## src/rtl/ts_gen_mx_if.sv

```systemverilog
// ---------------------------------------------------------------------------
// ts_gen_mx_if
// Bundles the LTSSM FSM / TS analyser request signals and the per-lane TX
// FIFO side of the training-set generator.
//   master : FSM/TSA/FIFO side (drives requests, state info, backpressure)
//   slave  : the generator (drives acks, TS words, strobes, progress flags)
// Signals:
//   ts_info[7:4] state, ts_info[3:0] sub-state; ts_update / ts_update_ack;
//   ts_stop; mode (1 = DSP, 0 = USP); lane_en; lane_rev;
//   rcv_link_num(+_vld), rcv_lane_num(+_vld, lane l at [8l+7:8l]);
//   tsa_update_ack; tx_fifo_full; ts_valid; ts (lane l at [128l+127:128l]);
//   sent_enough_lane; sent_enough.
// ---------------------------------------------------------------------------
interface ts_gen_mx_if #(
  parameter int NUM_LANES = 4
);
  logic [7:0]               ts_info;
  logic                     ts_update;
  logic                     ts_update_ack;
  logic                     ts_stop;
  logic                     mode;
  logic [NUM_LANES-1:0]     lane_en;
  logic                     lane_rev;
  logic [7:0]               rcv_link_num;
  logic                     rcv_link_num_vld;
  logic [8*NUM_LANES-1:0]   rcv_lane_num;
  logic [NUM_LANES-1:0]     rcv_lane_num_vld;
  logic                     tsa_update_ack;
  logic [NUM_LANES-1:0]     tx_fifo_full;
  logic [NUM_LANES-1:0]     ts_valid;
  logic [128*NUM_LANES-1:0] ts;
  logic [NUM_LANES-1:0]     sent_enough_lane;
  logic                     sent_enough;

  modport master (
    output ts_info, ts_update, ts_stop, mode, lane_en, lane_rev,
           rcv_link_num, rcv_link_num_vld, rcv_lane_num, rcv_lane_num_vld,
           tx_fifo_full,
    input  ts_update_ack, tsa_update_ack, ts_valid, ts,
           sent_enough_lane, sent_enough
  );

  modport slave (
    input  ts_info, ts_update, ts_stop, mode, lane_en, lane_rev,
           rcv_link_num, rcv_link_num_vld, rcv_lane_num, rcv_lane_num_vld,
           tx_fifo_full,
    output ts_update_ack, tsa_update_ack, ts_valid, ts,
           sent_enough_lane, sent_enough
  );
endinterface

```

## src/rtl/ts_gen_mx.sv

```systemverilog
// ---------------------------------------------------------------------------
// ts_gen_mx
// Multi-lane TS1/TS2 ordered-set generator for the LTSSM model. On an FSM
// update edge or a TSA valid edge it loads new per-lane 128-bit training
// sets (symbol 0 in the MSByte), then streams them into the lane TX FIFOs,
// counting sent sets per lane against a state-dependent target.
// Ports:
//   clk   : system clock
//   rst_n : asynchronous active-low reset
//   bus   : ts_gen_mx_if.slave (requests, lane numbers, FIFO side)
// ---------------------------------------------------------------------------
module ts_gen_mx #(
  parameter int NUM_LANES           = 4,
  parameter int CNT_W               = 16,
  parameter int TX_NUM_POLL_ACT2CFG = 1024,
  parameter int TX_NUM_POLL2CFG     = 16,
  parameter int TX_NUM_CFG_C2I      = 16,
  parameter int RX_NUM_CFG_GENERAL  = 8
) (
  input  logic       clk,
  input  logic       rst_n,
  ts_gen_mx_if.slave bus
);
  localparam logic [3:0] ST_POLL      = 4'h2;
  localparam logic [3:0] ST_CFG       = 4'h3;
  localparam logic [3:0] POLL_ACTIVE  = 4'h0;
  localparam logic [3:0] CFG_LW_START = 4'h0;
  localparam logic [3:0] CFG_LW_ACC   = 4'h1;
  localparam logic [3:0] CFG_LN_WAIT  = 4'h2;
  localparam logic [3:0] CFG_COMPLETE = 4'h4;
  localparam logic [7:0] COM          = 8'hBC;
  localparam logic [7:0] PADG12       = 8'hF7;
  localparam logic [7:0] LINK_NUM     = 8'h01;
  localparam logic [7:0] TS1_IDTFR    = 8'h4A;
  localparam logic [7:0] TS2_IDTFR    = 8'h45;
  localparam logic [5:0] RATE_SUPPORT = 6'h02;
  localparam logic       MODE_DSP     = 1'b1;

  typedef enum logic [1:0] {IDLE = 2'd0, LOAD = 2'd1, TX = 2'd2} state_t;

  state_t                   state_q, state_nx;
  logic                     load_entry, in_load, tx_go;
  logic                     ts_update_p1, tsa_any_p1, tsa_any;
  logic                     upd_ev, tsa_ev, any_ev;
  logic                     upd_ack_q, tsa_ack_q;
  logic                     link_acq;
  logic [NUM_LANES-1:0]     lane_acq;
  logic [7:0]               link_num_q;
  logic [8*NUM_LANES-1:0]   lane_num_q;
  logic [NUM_LANES-1:0]     lane_en_q, valid_q, se_lane_q;
  logic [CNT_W-1:0]         tgt_q, tgt_nx;
  logic [CNT_W-1:0]         cnt_q [NUM_LANES];
  logic [128*NUM_LANES-1:0] ts_q, ts_nx;
  logic [3:0]               st_f, sub_f;
  logic                     is_poll, is_cfg, is_dsp, use_ts2;
  logic [7:0]               ident, sym1, sym2;

  function automatic logic [CNT_W-1:0] sat_inc(input logic [CNT_W-1:0] v);
    return (&v) ? v : v + CNT_W'(1);
  endfunction

  assign st_f    = bus.ts_info[7:4];
  assign sub_f   = bus.ts_info[3:0];
  assign is_poll = (st_f == ST_POLL);
  assign is_cfg  = (st_f == ST_CFG);
  assign is_dsp  = (bus.mode == MODE_DSP);
  assign use_ts2 = (is_poll && sub_f != POLL_ACTIVE) || (is_cfg && sub_f == CFG_COMPLETE);

  assign tsa_any = bus.rcv_link_num_vld | (|bus.rcv_lane_num_vld);
  assign upd_ev  = bus.ts_update & ~ts_update_p1;
  assign tsa_ev  = tsa_any & ~tsa_any_p1;
  assign any_ev  = upd_ev | tsa_ev;

  always_comb begin
    state_nx   = state_q;
    load_entry = 1'b0;
    in_load    = 1'b0;
    tx_go      = 1'b0;
    case (state_q)
      IDLE: if (any_ev) state_nx = LOAD;
      LOAD: state_nx = TX;
      TX: begin
        // An event wins over ts_stop.
        if (any_ev)           state_nx = LOAD;
        else if (bus.ts_stop) state_nx = IDLE;
      end
      default: state_nx = IDLE;
    endcase
    load_entry = (state_q != LOAD) && (state_nx == LOAD);
    in_load    = (state_q == LOAD);
    // Strobe only while staying in TX so IDLE/LOAD cycles never carry a valid.
    tx_go      = (state_q == TX) && (state_nx == TX);
  end

  // Symbol build for the LOAD cycle; lanes outside POLL/CFG keep their words.
  always_comb begin
    ts_nx  = ts_q;
    tgt_nx = tgt_q;
    ident  = use_ts2 ? TS2_IDTFR : TS1_IDTFR;
    sym1   = PADG12;
    sym2   = PADG12;
    if (is_poll)
      tgt_nx = (sub_f == POLL_ACTIVE) ? CNT_W'(TX_NUM_POLL_ACT2CFG) : CNT_W'(TX_NUM_POLL2CFG);
    else if (is_cfg)
      tgt_nx = (sub_f == CFG_COMPLETE) ? CNT_W'(TX_NUM_CFG_C2I) : CNT_W'(RX_NUM_CFG_GENERAL);
    for (int l = 0; l < NUM_LANES; l++) begin
      sym1 = ts_q[128*l+119 -: 8];
      sym2 = ts_q[128*l+111 -: 8];
      if (is_poll) begin
        sym1 = PADG12;
        sym2 = PADG12;
      end else if (is_cfg) begin
        if (sub_f == CFG_LW_START) begin
          sym1 = is_dsp ? LINK_NUM : PADG12;
          sym2 = PADG12;
        end else if (sub_f == CFG_LW_ACC && is_dsp) begin
          sym1 = LINK_NUM;
          sym2 = bus.lane_rev ? 8'(NUM_LANES - 1 - l) : 8'(l);
        end else if (sub_f == CFG_LW_ACC || (sub_f == CFG_LN_WAIT && !is_dsp)) begin
          sym1 = (sub_f == CFG_LN_WAIT) ? LINK_NUM : (link_acq ? link_num_q : PADG12);
          sym2 = lane_acq[l] ? lane_num_q[8*l +: 8] : PADG12;
        end
        if (!bus.lane_en[l]) begin
          sym1 = PADG12;
          sym2 = PADG12;
        end
      end
      if (is_poll || is_cfg)
        ts_nx[128*l +: 128] = {COM, sym1, sym2, 8'hFF, {2'b00, RATE_SUPPORT}, 8'h00, {10{ident}}};
    end
  end

  always_ff @(posedge clk or negedge rst_n) begin
    if (!rst_n) begin
      state_q      <= IDLE;
      ts_update_p1 <= 1'b0;
      tsa_any_p1   <= 1'b0;
      upd_ack_q    <= 1'b0;
      tsa_ack_q    <= 1'b0;
      link_acq     <= 1'b0;
      lane_acq     <= '0;
      link_num_q   <= '0;
      lane_num_q   <= '0;
      lane_en_q    <= '0;
      valid_q      <= '0;
      se_lane_q    <= '0;
      tgt_q        <= '0;
      ts_q         <= '0;
      for (int l = 0; l < NUM_LANES; l++) cnt_q[l] <= '0;
    end else begin
      state_q      <= state_nx;
      ts_update_p1 <= bus.ts_update;
      tsa_any_p1   <= tsa_any;
      upd_ack_q    <= load_entry & upd_ev;
      tsa_ack_q    <= load_entry & tsa_ev;

      // Acquired link/lane numbers only live while the FSM stays in CFG.
      if (st_f != ST_CFG) begin
        link_acq <= 1'b0;
        lane_acq <= '0;
      end else if (load_entry && tsa_ev) begin
        if (bus.rcv_link_num_vld) begin
          link_acq   <= 1'b1;
          link_num_q <= bus.rcv_link_num;
        end
        for (int l = 0; l < NUM_LANES; l++) begin
          if (bus.rcv_lane_num_vld[l]) begin
            lane_acq[l]           <= 1'b1;
            lane_num_q[8*l +: 8]  <= bus.rcv_lane_num[8*l +: 8];
          end
        end
      end

      valid_q <= '0;
      if (in_load) begin
        lane_en_q <= bus.lane_en;
        ts_q      <= ts_nx;
        tgt_q     <= tgt_nx;
        se_lane_q <= '0;
        for (int l = 0; l < NUM_LANES; l++) cnt_q[l] <= '0;
      end else if (tx_go) begin
        for (int l = 0; l < NUM_LANES; l++) begin
          if (lane_en_q[l]) begin
            valid_q[l] <= ~bus.tx_fifo_full[l];
            if (!bus.tx_fifo_full[l]) cnt_q[l] <= sat_inc(cnt_q[l]);
            if (cnt_q[l] >= tgt_q)    se_lane_q[l] <= 1'b1;
          end
        end
      end
    end
  end

  assign bus.ts_update_ack    = upd_ack_q;
  assign bus.tsa_update_ack   = tsa_ack_q;
  assign bus.ts_valid         = valid_q;
  assign bus.ts               = ts_q;
  assign bus.sent_enough_lane = se_lane_q;
  assign bus.sent_enough      = (|lane_en_q) && ((se_lane_q & lane_en_q) == lane_en_q);
endmodule

```

## src/flat_wrapper.sv

```systemverilog
// flat-port wrapper written by rule: the top's interface ports become plain ports
module ts_gen_mx_flat 
#(
  parameter int NUM_LANES           = 4,
  parameter int CNT_W               = 16,
  parameter int TX_NUM_POLL_ACT2CFG = 1024,
  parameter int TX_NUM_POLL2CFG     = 16,
  parameter int TX_NUM_CFG_C2I      = 16,
  parameter int RX_NUM_CFG_GENERAL  = 8
)
  (clk, rst_n, bus_ts_info, bus_ts_update, bus_ts_stop, bus_mode, bus_lane_en, bus_lane_rev, bus_rcv_link_num, bus_rcv_link_num_vld, bus_rcv_lane_num, bus_rcv_lane_num_vld, bus_tx_fifo_full, bus_ts_update_ack, bus_tsa_update_ack, bus_ts_valid, bus_ts, bus_sent_enough_lane, bus_sent_enough);
  ts_gen_mx_if #(.NUM_LANES(NUM_LANES)) bus_i ();
  input  logic clk;
  input  logic rst_n;
  input wire logic [$bits(bus_i.ts_info)-1:0] bus_ts_info;
  input wire logic [$bits(bus_i.ts_update)-1:0] bus_ts_update;
  input wire logic [$bits(bus_i.ts_stop)-1:0] bus_ts_stop;
  input wire logic [$bits(bus_i.mode)-1:0] bus_mode;
  input wire logic [$bits(bus_i.lane_en)-1:0] bus_lane_en;
  input wire logic [$bits(bus_i.lane_rev)-1:0] bus_lane_rev;
  input wire logic [$bits(bus_i.rcv_link_num)-1:0] bus_rcv_link_num;
  input wire logic [$bits(bus_i.rcv_link_num_vld)-1:0] bus_rcv_link_num_vld;
  input wire logic [$bits(bus_i.rcv_lane_num)-1:0] bus_rcv_lane_num;
  input wire logic [$bits(bus_i.rcv_lane_num_vld)-1:0] bus_rcv_lane_num_vld;
  input wire logic [$bits(bus_i.tx_fifo_full)-1:0] bus_tx_fifo_full;
  output wire logic [$bits(bus_i.ts_update_ack)-1:0] bus_ts_update_ack;
  output wire logic [$bits(bus_i.tsa_update_ack)-1:0] bus_tsa_update_ack;
  output wire logic [$bits(bus_i.ts_valid)-1:0] bus_ts_valid;
  output wire logic [$bits(bus_i.ts)-1:0] bus_ts;
  output wire logic [$bits(bus_i.sent_enough_lane)-1:0] bus_sent_enough_lane;
  output wire logic [$bits(bus_i.sent_enough)-1:0] bus_sent_enough;
  assign bus_i.ts_info = bus_ts_info;
  assign bus_i.ts_update = bus_ts_update;
  assign bus_i.ts_stop = bus_ts_stop;
  assign bus_i.mode = bus_mode;
  assign bus_i.lane_en = bus_lane_en;
  assign bus_i.lane_rev = bus_lane_rev;
  assign bus_i.rcv_link_num = bus_rcv_link_num;
  assign bus_i.rcv_link_num_vld = bus_rcv_link_num_vld;
  assign bus_i.rcv_lane_num = bus_rcv_lane_num;
  assign bus_i.rcv_lane_num_vld = bus_rcv_lane_num_vld;
  assign bus_i.tx_fifo_full = bus_tx_fifo_full;
  assign bus_ts_update_ack = bus_i.ts_update_ack;
  assign bus_tsa_update_ack = bus_i.tsa_update_ack;
  assign bus_ts_valid = bus_i.ts_valid;
  assign bus_ts = bus_i.ts;
  assign bus_sent_enough_lane = bus_i.sent_enough_lane;
  assign bus_sent_enough = bus_i.sent_enough;
  ts_gen_mx #(.NUM_LANES(NUM_LANES), .CNT_W(CNT_W), .TX_NUM_POLL_ACT2CFG(TX_NUM_POLL_ACT2CFG), .TX_NUM_POLL2CFG(TX_NUM_POLL2CFG), .TX_NUM_CFG_C2I(TX_NUM_CFG_C2I), .RX_NUM_CFG_GENERAL(RX_NUM_CFG_GENERAL)) u_core (.clk(clk), .rst_n(rst_n), .bus(bus_i));
endmodule
```

## config.mk

```make
export PLATFORM = sky130hd
export DESIGN_NAME = ts_gen_mx_flat
export DESIGN_NICKNAME = d
export VERILOG_FILES = /design/src/rtl/ts_gen_mx_if.sv /design/src/rtl/ts_gen_mx.sv /design/src/flat_wrapper.sv
export SDC_FILE = /design/constraint.sdc
export NUM_CORES = 1
export LEC_CHECK = 0
export CELL_PAD_IN_SITES_DETAIL_PLACEMENT = 0
export CELL_PAD_IN_SITES_GLOBAL_PLACEMENT = 1
export CORE_AREA = 2 2 232 234
export DETAILED_ROUTE_END_ITERATION = 10
export DIE_AREA = 0 0 234 236
export PLACE_DENSITY = 0.69
export SLEW_MARGIN = 25
export SYNTH_ARGS = -nofsm -noshare
export SYNTH_HDL_FRONTEND = slang
export SYNTH_SLANG_ARGS = --single-unit
```

## constraint.sdc

```tcl
create_clock -name clk -period 3.6 [get_ports clk]
set_input_delay 1.08 -clock clk [delete_from_list [all_inputs] [get_ports clk]]
set_output_delay 1.08 -clock clk [all_outputs]
set_load 0.005 [all_outputs]
```

[Word-level counts from Yosys, hierarchy flattened]
Cells that the tools add are included.
Operators by class
  mux-type cells: 98
  shift operators: 0
  magnitude comparators: 4
  equal/unequal tests: 24
  div/mod/pow operators: 0
  bitwise logic cells: 14
  $mul: 0
  reduce and logical (&&, ||, !) cells: 61
  $add $sub $neg: 4
Operators with widths (count)
  $mux W8: 46
  $mux W16: 14
  $mux W64: 2
  $add A16 B1 Y16 const B: 4
  $ge A16 B16 Y1: 4
  $reduce_and A16 Y1: 4
  $reduce_and A4 Y1: 8
  $reduce_bool A2 Y1: 16
  $mux W4: 7
  $reduce_and A3 Y1: 9
  $ne A5 B1 Y1 const B: 4
  $mux W1: 19
  $ne A2 B1 Y1 const B: 9
  $mux W2: 7
  $reduce_and A2 Y1: 7
  $eq A4 B2 Y1 const B: 3
  $mux W11: 1
  $logic_and A1 B1 Y1: 8
  $reduce_or A4 Y1: 2
  $not A1 Y1: 7
  $pmux W2 S3: 1
  $mux W5: 1
  $and A1 B1 Y1: 4
  $and A4 B4 Y4: 1
  other kinds (12): 17
Word-level totals
  bits in writable memories: 0
  bits in read-only memories: 0
  output and inout port bits: 523
  input bits: 67
  latch bits: 0
  memories kept: 0
  register bits: 570

[Depth between registers and ports, before layout]
Gate-level depths: netlist (run 1).
  depth in word-level cells: 11
  depth in mapped cells: 8

[Worst setup path before layout (run 1)]
No wires, ideal clock.
  path type: register -> output
  from: register, netlist name u_core.bus.ts[462]
  to: output port bus_ts[100]
  data required time: 2.520 ns
  stages on the path, launching flop included: 2
  path slack: 0.464 ns
  arrival: 2.056 ns
  cell sequence: dfrtp_1 > buf_4
RTL lines
  to (decl): line flat_wrapper.sv:29  | output wire logic [$bits(bus_i.ts)-1:0] bus_ts;

[Final worst setup path (run 1)]
  from: input port bus_ts_info[4]
  to: register u_core.ts_q[238], in the netlist u_core.bus.ts[238]
Between the ends
  word-level cells in the longest chain between the ends: 3
  elaborated cells between the ends (all ways): 7
  those cells by class: 3 x eq/ne; 1 x mux; 3 x reduce/logical
Ends and longest elaborated chain
  from (decl): line flat_wrapper.sv:15  | input wire logic [$bits(bus_i.ts_info)-1:0] bus_ts_info;
  $eq A4 B2 Y1 (on tied branches): line ts_gen_mx.sv:64, ts_gen_mx.sv:65
  $ne A5 B1 Y1 (no source line), or another cell as far along
  $reduce_and A4 Y1 (no source line)
  to (signal assigned): line ts_gen_mx.sv:177  | ts_q <= ts_nx;
  to (decl): line ts_gen_mx.sv:53  | logic [128*NUM_LANES-1:0] ts_q, ts_nx;
Parallel ways exist; a longest one is shown, timed or not.
A chain may end at the register's enable or synchronous reset.

==> results.cfg, run 1 <==
[timing]
tightest_slew_ns = 0.752
fin_crit_ns = 3.16
setup_viol = 0
fin_skew_ns = 0.0138
slew_headroom_pct = 49.8
rsz0062_at_grt = false
maxSlewViolCount = 0
finalHoldViolations = 0
min_period_over_period_pct = 87.7
timing.fmax_mhz = 317
setup_tns_ns = 0

[synth]
synth_seq_cells = 197
ys_seq_area_share_pct = 38.5
synthArstFlopShare_pct = 100
syn_area_um2 = 12800
avgSynthCellArea_um2 = 9.21
postSynthCellCount = 1391
yosysUniqueCellTypes = 62
synth_warnings = 0
synth_top_flop_cell = dfrtp_1
synth-edff-count = 0

[worst_setup_path]
slowest_delay_ns = 0.79
cp_max_fo = 17
arrival_ns = 3.54
critical-path-top-delay-family = simple AND/OR/NAND/NOR gates
reg2reg_setup_slack_ns = 1.27
worstPathBufferInverterCount = 2
r2r-start = u_core.tgt_q[3]
path_class = in -> reg
cp-end-kind = flip-flop
r2r_end = u_core.bus.sent_enough_lane[2]
reg2reg_depth = 6
critPathLaunchType = primary input
cp.required_ns = 3.98
critPathLaunch = bus_ts_info[4]
crit_chain = clkdlybuf4s50_1 -> or4b_1 -> and2_1 -> a21oi_2 -> buf_4 -> nor2_1 -> a31oi_1
worst_path_max_delay_cell = or4b_1

[clocking]
numCtsBuffers = 17
cts_setup_buffers = 0
cts-root-buf = clkbuf_16
cts.htree.levels = 4
cts_num_sinks = 197
cts_resized = 0
ctsHoldBuffers = 0
clock_latency_ns = 0.47
clockBufferDepth = 2
cts_tree = yes
clkSlewWorstSetupHoldPaths_ns = 0.08

[floorplan]
die-area_um2 = 55200
die_w_um = 234
design.portCount = 590
die_h_um = 236
start_util_pct = 24.1
rows = 85
core_um2 = 53100

[route]
routed_wl_um = 34700
postRouteAntennaNets = 0
vias_per_cell = 4.23
drc = 0
routedWlPerCell_um = 15.4
dr.pass1.iters = 5
dr_total_vias = 9540
dr.first_iter.drc_count = 555

[layout]
syn2layout_area_growth_pct = 23.0
finalNetCount = 1631
layout_commonest_cell = clkdlybuf4s50_1
drive_gt1_share_pct = 8.29
post-route-util_pct = 29.7
final_cell_mix = clkdlybuf4s50_1, dfrtp_1, conb_1

[global_routing]
use_met1_pct = 15.7
busiest_layer = met2
gr-usage-met3_pct = 2.25
antenna_found_initial = 6
use_met2_pct = 20.5
grt_usage_pct = 12.2
grt_overflow = 0
grt_pass1_wl_um = 52000
grt_max_degree = 98
grt_pass1_vias = 8450

[power_and_ir_drop]
combPwrFrac_pct = 41.2
p_per_area_nw_per_um2 = 488
seqPwrFrac_pct = 34.9
internal_power_w = 0.00537
clkPwrFrac_pct = 23.9
max-vdd-ir-drop_uv = 339
leakagePower_nw = 6.81
swShare_pct = 30.2
p_switching_w = 0.00232

[place]
routabilityCongestion = 0.802
io_buffers = 397
hpwl_um = 26800

[run_status]
status = finished, final reports clean

[hold_path]
hold_depth = 2
worstHoldStart = u_core.tgt_q[10]
hp-class = reg -> reg
hold_end = u_core.tgt_q[10]

[run]
drv_cap = 0
-- worst max-delay path by stage --
stage | to | cells past startpoint
4_1_cts | bus_sent_enough | 4
3_3_place_gp | u_core.bus.ts[235] | 6
2_1_floorplan | bus_ts[100] | 1
5_1_grt | u_core.bus.ts[238] | 7
3_5_place_dp | u_core.bus.ts[238] | 7
6_report | u_core.bus.ts[238] | 7
-- power by group through the flow --
| stage | clock network, W | registers [W] | logic (W) |
|---|---|---|---|
| CTS | 0.00189 | 0.00269 | 0.00324 |
| floorplan | 0 | 0.00283 | 0.00199 |
| global placement | 0 | 0.00272 | 0.00321 |
| detailed placement | 0 | 0.00273 | 0.00323 |
| finish | 0.00184 | 0.00268 | 0.00317 |
| global route | 0.00199 | 0.00272 | 0.00347 |
-- registers in the layout, indices dropped and copies added (netlist names) --
name                         count
u_core.bus.sent_enough_lane      4
u_core.bus.ts                   67
u_core.bus.ts_update_ack         1
u_core.bus.ts_valid              4
u_core.bus.tsa_update_ack        1
u_core.cnt_q                    64
u_core.lane_acq                  4
u_core.lane_en_q                 4
u_core.lane_num_q               32
u_core.link_acq                  1
u_core.link_num_q                8
u_core.state_q                   2
u_core.tgt_q                     3
u_core.ts_update_p1              1
u_core.tsa_any_p1                1
-- cell usage after synthesis (all sizes together), types with 5 or more instances --
master,instances,area [um^2]
a21o,6,45.0
o21ai,57,285
o41ai,5,43.8
nand2,70,265
o22ai,6,37.5
inv,36,135
or3,13,81.3
a21oi,47,239
a31oi,60,375
nand2b,14,87.6
o311ai,6,52.6
mux2i,10,100
dfrtp,197,4930
nand4,20,125
and2,10,62.6
ha,20,250
clkbuf,18,67.6
nor3,9,56.3
o31ai,22,165
buf,473,3480
nor2,99,372
mux2,46,518
and4,5,43.8
nand3,41,205
or4,33,251
nor4,12,81.3
and3,9,56.3
-- worst reg2reg max path, cell delays in order, from the launching register on --
cell       delay [ns]
dfrtp_1          0.58
ha_1             0.31
nand2_1          0.05
o21ai_0          0.08
a2111o_1         0.43
a2111oi_0        0.58
o21ai_0          0.15
-- routing by layer --
| metal | vias to the layer above | wire length, um |
|---|---|---|
| li1 | 4509 | - |
| met3 | 43 | 2070 |
| met4 | 8 | 708 |
| met1 | 4606 | 14800 |
| met5 | - | 45 |
| met2 | 374 | 17200 |
-- through the flow --
step	std cells	hold slack, ns	cell area (um^2)	power (W)	worst slack, ns
global route	2252	0.508	15800	0.00818	0.314
global placement	2221	0.461	15200	0.00593	0.0789
detailed placement	2221	0.464	15200	0.00596	-0.0305
CTS	2252	0.481	15800	0.00781	0.410
finish	2254	0.478	15800	0.00769	0.443
floorplan	1582	0.449	13500	0.00481	0.464
-- layout make-up --
cell class	instances	area, um^2
diodes	2	5.00
clock buffers	17	425
clock inverters	14	123
fillers	5428	37300
inverters	36	135
multi-input cells	858	4940
flip-flops and latches	197	4930
well taps	696	871
repair buffers	434	4330
-- cell families (layout without fill, tap and decap cells) --
kind of cell	count (synthesis)	count (layout)	share of synthesized area, %
buffers and inverters	527	501	28.7
and+or+nand+nor	355	355	14.4
AOI/OAI and AO/OA	232	232	11.3
DFF	197	197	38.5
muxes	56	56	4.82
adders and majority gates	20	20	1.95
xor gates and xnor gates	3	3	0.205
other	1	194	0.0293
Note: power is estimated with default switching activity, not from simulation.
==> run 2: changes to the inputs <==
--- a/config.mk
+++ b/config.mk
@@ -10,7 +10,10 @@
 export CORE_AREA = 2 2 232 234
 export DETAILED_ROUTE_END_ITERATION = 10
 export DIE_AREA = 0 0 234 236
+export HOLD_SLACK_MARGIN = 0.15
 export PLACE_DENSITY = 0.69
+export SKIP_CTS_REPAIR_TIMING = 1
+export SKIP_LAST_GASP = 1
 export SLEW_MARGIN = 25
 export SYNTH_ARGS = -nofsm -noshare
 export SYNTH_HDL_FRONTEND = slang
==> results of run 2 <==
Final layout, timing and power as in run 1 (identical DEF).
